--- src/rtl/mmio_bridge_if.sv ---
// CPU data-bus bundle between the core's load/store port and the bridge.
// Ports: cpu_addr/cpu_we/cpu_wdata from core, cpu_rdata back (combinational).
interface mmio_bridge_if;
    logic [31:0] cpu_addr;
    logic        cpu_we;
    logic [31:0] cpu_wdata;
    logic [31:0] cpu_rdata;

    modport master (
        output cpu_addr,
        output cpu_we,
        output cpu_wdata,
        input  cpu_rdata
    );

    modport slave (
        input  cpu_addr,
        input  cpu_we,
        input  cpu_wdata,
        output cpu_rdata
    );
endinterface

--- src/rtl/mmio_bridge.sv ---
// Data-bus responder: MMIO window -> 7-seg/LED/switch/timer regs, else data_mem.
// Ports: clk, rst_n, bus (cpu side), dram_* (data_mem), sw, led, seg_an, seg_cx.
module mmio_bridge #(
    parameter logic [19:0] MMIO_BASE    = 20'hFFFFF,
    parameter int          SEG_SCAN_DIV = 20000
) (
    input  logic                clk,
    input  logic                rst_n,
    mmio_bridge_if.slave        bus,
    output logic [13:0]         dram_addr,
    output logic                dram_we,
    output logic [31:0]         dram_wdata,
    input  logic [31:0]         dram_rdata,
    input  logic [23:0]         sw,
    output logic [23:0]         led,
    output logic [7:0]          seg_an,
    output logic [7:0]          seg_cx
);

    localparam logic [9:0] A_DIG = 10'h000;
    localparam logic [9:0] A_CNT = 10'h008;
    localparam logic [9:0] A_DIV = 10'h009;
    localparam logic [9:0] A_LED = 10'h018;
    localparam logic [9:0] A_SW  = 10'h01C;

    localparam int SCAN_W = (SEG_SCAN_DIV > 2) ? $clog2(SEG_SCAN_DIV) : 1;
    localparam logic [SCAN_W-1:0] SCAN_LAST = SCAN_W'(SEG_SCAN_DIV - 1);

    logic [31:0]       r_dig;
    logic [31:0]       r_cnt;
    logic [31:0]       r_div;
    logic [31:0]       r_pre;
    logic [23:0]       r_led;
    logic [23:0]       r_sw_meta;
    logic [23:0]       r_sw_sync;
    logic [SCAN_W-1:0] r_scan;
    logic [2:0]        r_idx;
    logic [7:0]        r_an;

    logic        w_mmio;
    logic [9:0]  w_word;
    logic        w_wr;
    logic        w_wr_dig;
    logic        w_wr_cnt;
    logic        w_wr_div;
    logic        w_wr_led;
    logic        w_tick;
    logic [31:0] w_mmio_rd;
    logic [3:0]  w_nib;
    logic [7:0]  w_cx;

    // Decode
    assign w_mmio     = (bus.cpu_addr[31:12] == MMIO_BASE);
    assign w_word     = bus.cpu_addr[11:2];
    assign w_wr       = bus.cpu_we & w_mmio;
    assign w_wr_dig   = w_wr & (w_word == A_DIG);
    assign w_wr_cnt   = w_wr & (w_word == A_CNT);
    assign w_wr_div   = w_wr & (w_word == A_DIV);
    assign w_wr_led   = w_wr & (w_word == A_LED);

    assign dram_addr  = bus.cpu_addr[15:2];
    assign dram_wdata = bus.cpu_wdata;
    assign dram_we    = bus.cpu_we & ~w_mmio;

    always_comb begin
        w_mmio_rd = 32'h0;
        unique case (w_word)
            A_DIG:   w_mmio_rd = r_dig;
            A_CNT:   w_mmio_rd = r_cnt;
            A_DIV:   w_mmio_rd = r_div;
            A_LED:   w_mmio_rd = {8'h0, r_led};
            A_SW:    w_mmio_rd = {8'h0, r_sw_sync};
            default: w_mmio_rd = 32'h0;
        endcase
    end

    assign bus.cpu_rdata = w_mmio ? w_mmio_rd : dram_rdata;

    // Plain registers
    always_ff @(posedge clk or negedge rst_n) begin
        if (!rst_n) begin
            r_dig <= 32'h0;
            r_led <= 24'h0;
        end else begin
            if (w_wr_dig) r_dig <= bus.cpu_wdata;
            if (w_wr_led) r_led <= bus.cpu_wdata[23:0];
        end
    end

    assign led = r_led;

    // Switch synchronizer
    always_ff @(posedge clk or negedge rst_n) begin
        if (!rst_n) begin
            r_sw_meta <= 24'h0;
            r_sw_sync <= 24'h0;
        end else begin
            r_sw_meta <= sw;
            r_sw_sync <= r_sw_meta;
        end
    end

    // Timer: CNT write overrides a due increment; DIV write
    // restarts the prescaler but keeps a due increment.
    assign w_tick = (r_pre == r_div);

    always_ff @(posedge clk or negedge rst_n) begin
        if (!rst_n) begin
            r_cnt <= 32'h0;
            r_div <= 32'h0;
            r_pre <= 32'h0;
        end else begin
            if (w_wr_div) r_div <= bus.cpu_wdata;
            if (w_wr_cnt) begin
                r_cnt <= bus.cpu_wdata;
                r_pre <= 32'h0;
            end else begin
                if (w_tick) r_cnt <= r_cnt + 32'h1;
                if (w_wr_div || w_tick) r_pre <= 32'h0;
                else r_pre <= r_pre + 32'h1;
            end
        end
    end

    // 7-seg scanner; anode pattern rotates with idx
    always_ff @(posedge clk or negedge rst_n) begin
        if (!rst_n) begin
            r_scan <= '0;
            r_idx  <= 3'd0;
            r_an   <= 8'hFE;
        end else if (r_scan == SCAN_LAST) begin
            r_scan <= '0;
            r_idx  <= r_idx + 3'd1;
            r_an   <= {r_an[6:0], r_an[7]};
        end else begin
            r_scan <= r_scan + 1'b1;
        end
    end

    assign seg_an = r_an;

    // Segments follow DIG directly so a write shows on the lit digit at once
    assign w_nib = r_dig[{r_idx, 2'b00} +: 4];

    always_comb begin
        w_cx = 8'hFF;
        unique case (w_nib)
            4'h0: w_cx = 8'hC0;
            4'h1: w_cx = 8'hF9;
            4'h2: w_cx = 8'hA4;
            4'h3: w_cx = 8'hB0;
            4'h4: w_cx = 8'h99;
            4'h5: w_cx = 8'h92;
            4'h6: w_cx = 8'h82;
            4'h7: w_cx = 8'hF8;
            4'h8: w_cx = 8'h80;
            4'h9: w_cx = 8'h90;
            4'hA: w_cx = 8'h88;
            4'hB: w_cx = 8'h83;
            4'hC: w_cx = 8'hC6;
            4'hD: w_cx = 8'hA1;
            4'hE: w_cx = 8'h86;
            4'hF: w_cx = 8'h8E;
            default: w_cx = 8'hFF;
        endcase
    end

    assign seg_cx = w_cx;

endmodule

--- src/flat_wrapper.sv ---
// flat-port wrapper written by rule: the top's interface ports become plain ports
module mmio_bridge_flat 
#(
    parameter logic [19:0] MMIO_BASE    = 20'hFFFFF,
    parameter int          SEG_SCAN_DIV = 20000
)
  (clk, rst_n, dram_addr, dram_we, dram_wdata, dram_rdata, sw, led, seg_an, seg_cx, bus_cpu_addr, bus_cpu_we, bus_cpu_wdata, bus_cpu_rdata);
  mmio_bridge_if bus_i ();
  input  logic clk;
  input  logic rst_n;
  output logic [13:0] dram_addr;
  output logic dram_we;
  output logic [31:0] dram_wdata;
  input  logic [31:0] dram_rdata;
  input  logic [23:0] sw;
  output logic [23:0] led;
  output logic [7:0] seg_an;
  output logic [7:0] seg_cx;
  input wire logic [$bits(bus_i.cpu_addr)-1:0] bus_cpu_addr;
  input wire logic [$bits(bus_i.cpu_we)-1:0] bus_cpu_we;
  input wire logic [$bits(bus_i.cpu_wdata)-1:0] bus_cpu_wdata;
  output wire logic [$bits(bus_i.cpu_rdata)-1:0] bus_cpu_rdata;
  assign bus_i.cpu_addr = bus_cpu_addr;
  assign bus_i.cpu_we = bus_cpu_we;
  assign bus_i.cpu_wdata = bus_cpu_wdata;
  assign bus_cpu_rdata = bus_i.cpu_rdata;
  mmio_bridge #(.MMIO_BASE(MMIO_BASE), .SEG_SCAN_DIV(SEG_SCAN_DIV)) u_core (.clk(clk), .rst_n(rst_n), .bus(bus_i), .dram_addr(dram_addr), .dram_we(dram_we), .dram_wdata(dram_wdata), .dram_rdata(dram_rdata), .sw(sw), .led(led), .seg_an(seg_an), .seg_cx(seg_cx));
endmodule
--- config.mk ---
export PLATFORM = sky130hd
export DESIGN_NAME = mmio_bridge_flat
export DESIGN_NICKNAME = d
export VERILOG_FILES = /design/src/rtl/mmio_bridge_if.sv /design/src/rtl/mmio_bridge.sv /design/src/flat_wrapper.sv
export SDC_FILE = /design/constraint.sdc
export NUM_CORES = 1
export LEC_CHECK = 0
export ABC_AREA = 1
export BUFFER_PORTS_ARGS = -buffer_cell sky130_fd_sc_hd__buf_2
export CORE_MARGIN = 4
export CORE_UTILIZATION = 50
export CTS_BUF_LIST = sky130_fd_sc_hd__clkbuf_8
export DETAILED_ROUTE_END_ITERATION = 10
export PLACE_DENSITY = 0.74
export SYNTH_ARGS = -nofsm -noshare
export SYNTH_HDL_FRONTEND = slang
export SYNTH_SLANG_ARGS = --single-unit
--- constraint.sdc ---
create_clock -name clk -period 3.2 [get_ports clk]
set_input_delay 0.64 -clock clk [delete_from_list [all_inputs] [get_ports clk]]
set_output_delay 0.64 -clock clk [all_outputs]
set_load 0.01 [all_outputs]
After elaboration in Yosys (flattened, before gate mapping)
Memories as Yosys holds them, arrays and structs flattened.
Cells that the tools add are included.
{ "totals": {"output_inout_bits": 119, "romBits": 112, "ff_bits": 226, "elab_cells": 40, "input_bits": 123, "mem_count": 1} }
{ "classes": {"reduce_logical": 3, "n_bitwise": 7, "muxes": 7, "shift": 1, "addsub": 4, "n_eq_ne": 7} }
{ "mem_list": {"columns": ["memory", "words", "width", "rd", "rd_clocked_by_memory_dff", "write_ports", "line", "rtl"], "rows": [
  ["(no name shown)", 16, 7, 1, 0, 0, "mmio_bridge.sv:147", "unique case (w_nib)"]
]} }
{ "op_table": {"columns": ["operator", "n"], "rows": [
  ["$mux W32", 5],
  ["$pmux W32 S5", 1],
  ["$add A32 B1 Y32 const B", 2],
  ["$eq A32 B32 Y1", 1],
  ["$shiftx A32 B6 Y4", 1],
  ["$eq A10 B4 Y1 const B", 2],
  ["$eq A10 B5 Y1 const B", 2],
  ["$eq A20 B20 Y1 const B", 1],
  ["$add A15 B1 Y15 const B", 1],
  ["$eq A15 B15 Y1 const B", 1],
  ["$mux W15", 1],
  ["$logic_not A10 Y1", 1],
  ["$and A1 B1 Y1", 6],
  ["$add A3 B1 Y3 const B", 1],
  ["$reduce_bool A2 Y1", 1],
  ["$logic_or A1 B1 Y1", 1],
  ["$not A1 Y1", 1]
]} }

Depth between registers and ports, before layout
Gate-level depths: netlist (run 1).
{ "logic_depth": {"word_depth": 6, "depth_mapped": 12, "depth_no_buf": 12} }

Worst setup path before layout (run 1)
Ideal clock, no wire load.
{ "synth_timing": {"kind": "register to output", "start": "register u_core.r_idx[0]", "end": "output port seg_cx[0]", "arrival_time_ps": 2016, "path_buffers": 2, "slack_ps": 544, "path_stages_with_launch": 11, "cell_sequence": "dfrtp_1 -> buf_2 -> buf_2 -> o21ai_0 -> nand2_1 -> o21ai_0 -> ha_1 -> inv_1 -> nand2_1 -> nand2_1 -> o21ai_0"} }
{ "synth_via": {"elab_chain_cells": 2} }
{ "synth_lines": {"columns": ["item", "line", "rtl"], "rows": [
  ["start: declaration", "mmio_bridge.sv:37", "logic [2:0] r_idx;"],
  ["start signal: assignment", "mmio_bridge.sv:133", "r_idx <= r_idx + 3'd1;"],
  ["$shiftx A32 B6 Y4", "mmio_bridge.sv:143", "assign w_nib = r_dig[{r_idx, 2'b00} +: 4];"],
  ["$mem_v2 Z16 W7", null, null],
  ["end: declaration", "flat_wrapper.sv:18", "output logic [7:0] seg_cx;"]
]} }
No other way between the ends.

Worst setup path after layout (run 1)
Ends and elaborated chain as after synthesis.

==> results of run 1 <==
==> sequential cells by signal, indices dropped and copies added (netlist names) <==
register	count
u_core.r_cnt	32
u_core.r_dig	32
u_core.r_div	32
u_core.r_pre	32
u_core.led	24
u_core.r_sw_meta	24
u_core.r_sw_sync	24
u_core.r_scan	15
u_core.seg_an	8
u_core.r_idx	3
==> worst reg2reg max path, stage by stage, from the launching register on <==
cell and delay [ps]:
dfrtp_1 400, ha_1 210, nand2_1 70, nor2_1 200, nand2_1 200, nor2_1 490, nand2_1 110, nand2_1 70
nand2_1 50, nand2_1 60, nand2_1 50, nand2_1 60, nand2_1 50
==> layer usage <==
metal	vias up	GRT usage (%)
met5	-	0
met4	0	10.40
met3	118	6.142
met2	698	46.56
met1	6054	41.05
li1	6114	-
==> worst paths after layout <==
path | startpoint | to | cells past startpoint
worst min register to register | u_core.r_sw_meta[14]$_DFF_PN0_ | u_core.r_sw_sync[14]$_DFF_PN0_ | 0
worst max-delay path | u_core.r_idx[0]$_DFFE_PN0N_ | seg_cx[0] | 14
worst min-delay path | rst_n | u_core.r_pre[16]$_DFF_PN0_ | 1
min in group clk | sw[19] | u_core.r_sw_meta[19]$_DFF_PN0_ | 1
max in group asynchronous | rst_n | u_core.r_pre[17]$_DFF_PN0_ | 2
worst max register to register | u_core.r_cnt[1]$_DFFE_PN0P_ | u_core.r_cnt[26]$_DFFE_PN0P_ | 12
==> repair_timing <==
item | CTS | global route
gates cloned | 0 | 1
pin swaps | 0 | 9
buffers inserted | 2 | 11
setup endpoints to repair | 4 | 7
resized for setup | 11 | 44
hold endpoints to repair | 0 | 0
==> power breakdown <==
| group | switching (mW) | internal [mW] |
|---|---|---|
| Sequential | 0.0178 | 2.89 |
| Combinational | 0.251 | 0.126 |
| Clock | 1.28 | 1.52 |
==> final cells by class <==
type	count	area [um^2]
multi-input combinational	1284	6108
clock inverter	26	181.4
sequential	226	5664
inverter	182	698.2
antenna	1	2.502
timing repair buffer	293	1707
fill	2246	9906
tap	330	412.9
clock buffer	47	646.9
==> layout by cell type (no fill, tap or decap), types with 3 or more instances in the layout <==
cell type,synthesis,layout
nor4_1,3,3
nand3_2,2,6
o22ai_1,6,6
buf_2,28,238
nand4_1,39,39
buf_12,0,7
nor2_1,190,188
ha_1,10,5
ha_4,0,4
buf_4,56,45
nand3_1,104,99
nand3b_1,9,9
nand2_2,3,10
xor2_1,33,33
inv_1,178,191
o21ai_2,0,3
nor2_2,2,3
o21ai_1,38,42
o211ai_1,8,8
clkbuf_8,0,47
nand2_1,600,592
dfrtp_1,219,219
a21oi_1,63,62
dfstp_2,7,7
o21ai_0,109,100
clkinv_2,0,3
nor3_1,18,17
xnor2_1,36,36
clkinv_1,4,3
==> kinds of logic after synthesis <==
| group | share of synthesized area [%] |
|---|---|
| simple gates | 31.19 |
| buf+inv | 10.52 |
| compound gates | 8.987 |
| flops | 43.65 |
| xor+xnor | 4.658 |
| fa+ha+maj | 0.9643 |
| other cells | 0.02890 |
==> stage by stage <==
step / area, um^2 / setup TNS, ps
6_report: 15420 / 0
5_1_grt: 15420 / -308.2
4_1_cts: 15170 / 0
3_5_place_dp: 14310 / 0
3_3_place_gp: 14310 / 0
2_1_floorplan: 12970 / 0
==> key figures, run 1 <==
Critical path
  • CP Data Required Time: 2560 ps
  • Worst-path maximum fanout: 8
  • Crit Path Class: reg -> out
  • Reg2Reg Setup Slack: 1070 ps
  • Crit path largest cell delay: 390 ps
  • WP buf/inv: 6
  • Critical path arrival: 2530 ps
  • Worst setup EP type: output port
  • Slowest cell on crit path: dfrtp_1
  • Startpoint type of the worst setup path: register
  • Critical path's top delay family: buffers and inverters
  • Crit-path cells: buf_6, buf_12, buf_6, o21ai_2, nand3_1, o21ai_1, buf_4, inv_4, ha_4, nand3_2, nand2_1, nand2_1, o21ai_1, buf_2

Power and ir drop
  • Cell Pwr Density: 394.5 nW/um^2
  • IR drop worst, VDD: 0.3491 mV
  • Total power: 6.083 mW
  • Leak: 7.926 nW

Global route
  • First-pass GRT wire length: 67.06 mm
  • Pin count of the biggest net entering global routing: 75
  • Vias in the first global route: 12170
  • Gr ovfl total: 0
  • GRT Overall Usage: 29.64%
  • Antenna violations before repair: 0

Die
  • Chip height: 169.1 um
  • Die width: 169.1 um
  • Row cnt: 58
  • Core area: 25330 um^2
  • Die footprint: 28590 um^2
  • Num ports: 242
  • Starting Density: 51.23%

Worst hold path
  • Hold Path Class: in -> async

Route
  • TritonRoute pass-1 iters: 7
  • DRT iter0 DRCs: 1497
  • Vias: 12980
  • DR top layer: met4
  • Met1 WL: 17.44 mm
  • Met3 wire length: 4.542 mm
  • Vias per cell: 5.435
  • Post-DR wirelength/cell: 18.22 um
  • Met2 wire len: 19.89 mm
  • Remaining DRCs: 0
  • Post-Route WL: 43.52 mm
  • Antenna Nets Post-Route: 0

Yosys
  • Synthesized Nets: 1941
  • Mapped cell area: 12970 um^2
  • Synth top cells by count: 600 x nand2_1, 219 x dfrtp_1, 190 x nor2_1
  • Mapped Cells: 1808
  • Top FF cell, synth: dfrtp_1
  • Async S/R FF share, synth: 100.0%
  • Synth warn: 0
  • Post-synthesis sequential area ratio: 43.65%
  • Yosys top cell area share: 42.24%
  • Mean Syn Cell Area: 7.176 um^2
  • Post-synth EDFFs: 0
  • Register bit count reported by yosys: 226
  • Leading area contributor after synthesis: dfrtp_1
  • Top post-synthesis cells by area: dfrtp_1 42%, nand2_1 17%, nor2_1 5.5%
  • Most common cell in the netlist: nand2_1
  • Cell variety after synth: 35

Placed design
  • GP Congestion: 0.9503
  • Placed cells: 2301
  • Setup WS pre-CTS: 220.2 ps
  • Final HPWL DP: 31.68 mm
  • Port bufs: 238

Clocking
  • CTS sink count: 226
  • Num CTS Buffers: 40
  • Worst-Skew Late Latency: 580 ps
  • Depth of the CTS H-tree: 2
  • CTS tree: yes
  • Clock Tree Buf Depth: 3
  • CTS root buf: clkbuf_8
  • CTS Hold Bufs: 0
  • CTS clk-pin slew, worst paths: 60 ps

Status
  • Status: finished, final reports clean

STA
  • Hold Vio Cnt, Final: 0
  • Worst slew margin: 56.97%
  • Skew final: 41.27 ps
  • Hold Slack: 41.30 ps
  • RSZ-0062 raised after global routing: yes
  • Worst Tran Pin Value: 645.5 ps
  • Post-layout minimum cycle time: 3172 ps
  • Max-slew violations: 0
  • Setup violators final: 0
  • PnR worst setup slack: 27.51 ps
  • Final period util: 99.14%
  • Highest Clock Rate: 315.2 MHz

Layout
  • Area grow syn2layout: 18.85%
  • Non-Filler Instances: 2389
  • Share of layout cells above drive strength 1: 19.44%
  • Layout net count: 2160
  • Utilization after layout: 60.89%

Job
  • Max Cap Violations: 0
No activity file was read; power rests on OpenSTA's default activity.
==> inputs of run 2 (changes only) <==
CTS_CLUSTER_SIZE = 28   (was default)
clock period = 3.15 ns   (was 3.2 ns; I/O delays follow)
==> run 2 against run 1 <==
Net effect:
- clock power is 7.2% higher
- largest cell class unchanged
- utilization fell by 0.34 points
- critical path depth is 1 lower
- total power grew 4.0%
- flip-flop and latch count stayed put
- combinational power is essentially flat
==> key figures, run 2 (synthesis gave the netlist of run 1 again) <==
Status
  • Status: finished, final reports clean

Critical path
  • Startpoint type of the worst setup path: register
  • Critical path's top delay family: buffers and inverters
  • Crit path largest cell delay: 380 ps
  • Worst-path maximum fanout: 8
  • CP most frequent cell: nand2_1
  • R2R Path Start: u_core.r_cnt[1]$_DFFE_PN0P_
  • CP Data Required Time: 2520 ps
  • Critical path arrival: 2450 ps
  • Slowest cell on crit path: dfrtp_1
  • Worst setup EP type: output port
  • Crit Path Class: reg -> out
  • Crit-path cells: buf_6, clkinvlp_4, o21ai_2, nand2_1, o21ai_1, buf_4, inv_4, ha_4, nand3_2, nand2_1, nand2_1, o21ai_2, buf_2
  • WP buf/inv: 5
  • Setup crit start: u_core.r_idx[0]$_DFFE_PN0N_

Clocking
  • Worst-Skew Late Latency: 580 ps
  • CTS tree: yes
  • Num CTS Buffers: 40
  • CTS sink count: 226
  • CTS clk-pin slew, worst paths: 60 ps
  • CTS root buf: clkbuf_8
  • Clock Tree Buf Depth: 3
  • Depth of the CTS H-tree: 2

STA
  • PnR worst setup slack: 72.67 ps
  • Hold Vio Cnt, Final: 0
  • Skew final: 45.12 ps
  • Highest Clock Rate: 325.0 MHz
  • Hold Slack: 43.82 ps
  • Max-slew violations: 0
  • Final period util: 97.69%
  • Worst Tran Pin Value: 628.1 ps
  • RSZ-0062 raised after global routing: yes
  • Worst slew margin: 57.97%
  • Post-layout minimum cycle time: 3077 ps
  • Setup violators final: 0

Die
  • Die width: 169.1 um
  • Core area: 25330 um^2
  • Chip height: 169.1 um
  • Num ports: 242
  • Die footprint: 28590 um^2
  • Row cnt: 58
  • Starting Density: 51.23%

Placed design
  • DP Area: 14310 um^2
  • Setup WS pre-CTS: 77.99 ps
  • Final HPWL DP: 31.42 mm
  • Placed cells: 2299
  • Port bufs: 238
  • GP Congestion: 0.9341

Layout
  • Final cell area excluding filler cells: 15330 um^2
  • Layout net count: 2149
  • Most common cell after layout, fill and taps aside: nand2_1
  • Multi-input gate area: 6040 um^2
  • Non-Filler Instances: 2378
  • Area grow syn2layout: 18.19%
  • # diodes: 0
  • Utilization after layout: 60.55%
  • Fillers: 2242
  • Commonest non-fill, non-tap cells in the layout: 598 x nand2_1, 237 x buf_2, 218 x dfrtp_1
  • Register Area: 5665 um^2
  • Share of layout cells above drive strength 1: 19.04%

Global route
  • Antenna violations before repair: 3
  • Gr ovfl total: 0
  • Pin count of the biggest net entering global routing: 85
  • GRT Overall Usage: 29.27%
  • Vias in the first global route: 12270
  • First-pass GRT wire length: 66.03 mm

Worst hold path
  • Hold Path Class: in -> async

Route
  • Antenna Nets Post-Route: 0
  • Vias per cell: 5.354
  • Remaining DRCs: 0
  • Vias: 12730
  • TritonRoute pass-1 iters: 7
  • Post-DR wirelength/cell: 17.95 um
  • DRT iter0 DRCs: 1445
  • Post-Route WL: 42.68 mm

Job
  • Max Cap Violations: 0

Power and ir drop
  • Leak: 7.882 nW
  • Cell Pwr Density: 412.7 nW/um^2
  • IR drop worst, VDD: 0.4544 mV
[run 2: cell count changes in the layout (fill, tap and decap cells not counted), moves of 3 or more]
cell and delta:
buf_4 -9, clkbuf_8 +9, clkinv_2 +5, ha_1 +3, inv_1 -11, nand2_1 +6, nand2_2 -7, o21ai_0 +3
[run 2: report_power, final]
group,leakage (nW),internal [mW],switching (mW)
logic,4.62,0.127,0.253
clock network,0.499,1.69,1.30
registers,2.76,2.94,0.0181
total,7.88,4.75,1.58
[run 2: timing repair]
item,CTS,global route
buffers inserted,3,2
pin swaps,2,2
resized for setup,15,15
setup endpoints to repair,7,15
hold buffers,0,0
[run 2: per-layer routing]
metal,vias up,routed length [um],global-route usage [%]
met3,110,4323,7.356
met5,-,41,0
met2,605,19820,47.42
met1,5924,16910,38.63
li1,6086,-,-
met4,6,1589,9.870
[run 2: worst reg2reg max path, cell delays in order, from the launching register on]
cell and delay, ps:
dfrtp_1 400, ha_1 200, nand2_1 60, nor2_1 210, nand2_1 150, nor2_1 530, nand2_1 120, nand2_1 80
nand2_1 50, nand2_1 50, nand2_1 50, nand2_1 60, nand2_1 60
[run 2: final cells by class]
type	instances	share of cell area [%]
multi-input cells	1284	39.38
flip-flops and latches	226	36.95
repair buffers	282	10.58
clock buffers	56	5.026
inverters	182	4.512
well taps	330	2.693
clock inverters	18	0.8567
[run 2: final timing paths]
kind | endpoint | slack (ps) | cells after the start
max reg2reg | u_core.r_cnt[30]$_DFFE_PN0P_ | 1000 | 12
min in group clk | u_core.r_sw_meta[19]$_DFF_PN0_ | 160 | 1
min | u_core.r_scan[12]$_DFF_PN0_ | 40 | 1
max in group asynchronous | u_core.r_pre[10]$_DFF_PN0_ | 2270 | 2
min reg2reg | u_core.r_sw_sync[7]$_DFF_PN0_ | 340 | 0
max | seg_cx[5] | 70 | 13
[run 2: metrics by stage]
| stage | TNS [ps] | power [mW] |
|---|---|---|
| floorplan | 0 | 3.147 |
| global placement | 0 | 3.384 |
| detailed placement | 0 | 3.389 |
| CTS | 0 | 6.370 |
| global route | -43.13 | 6.520 |
| finish | 0 | 6.329 |
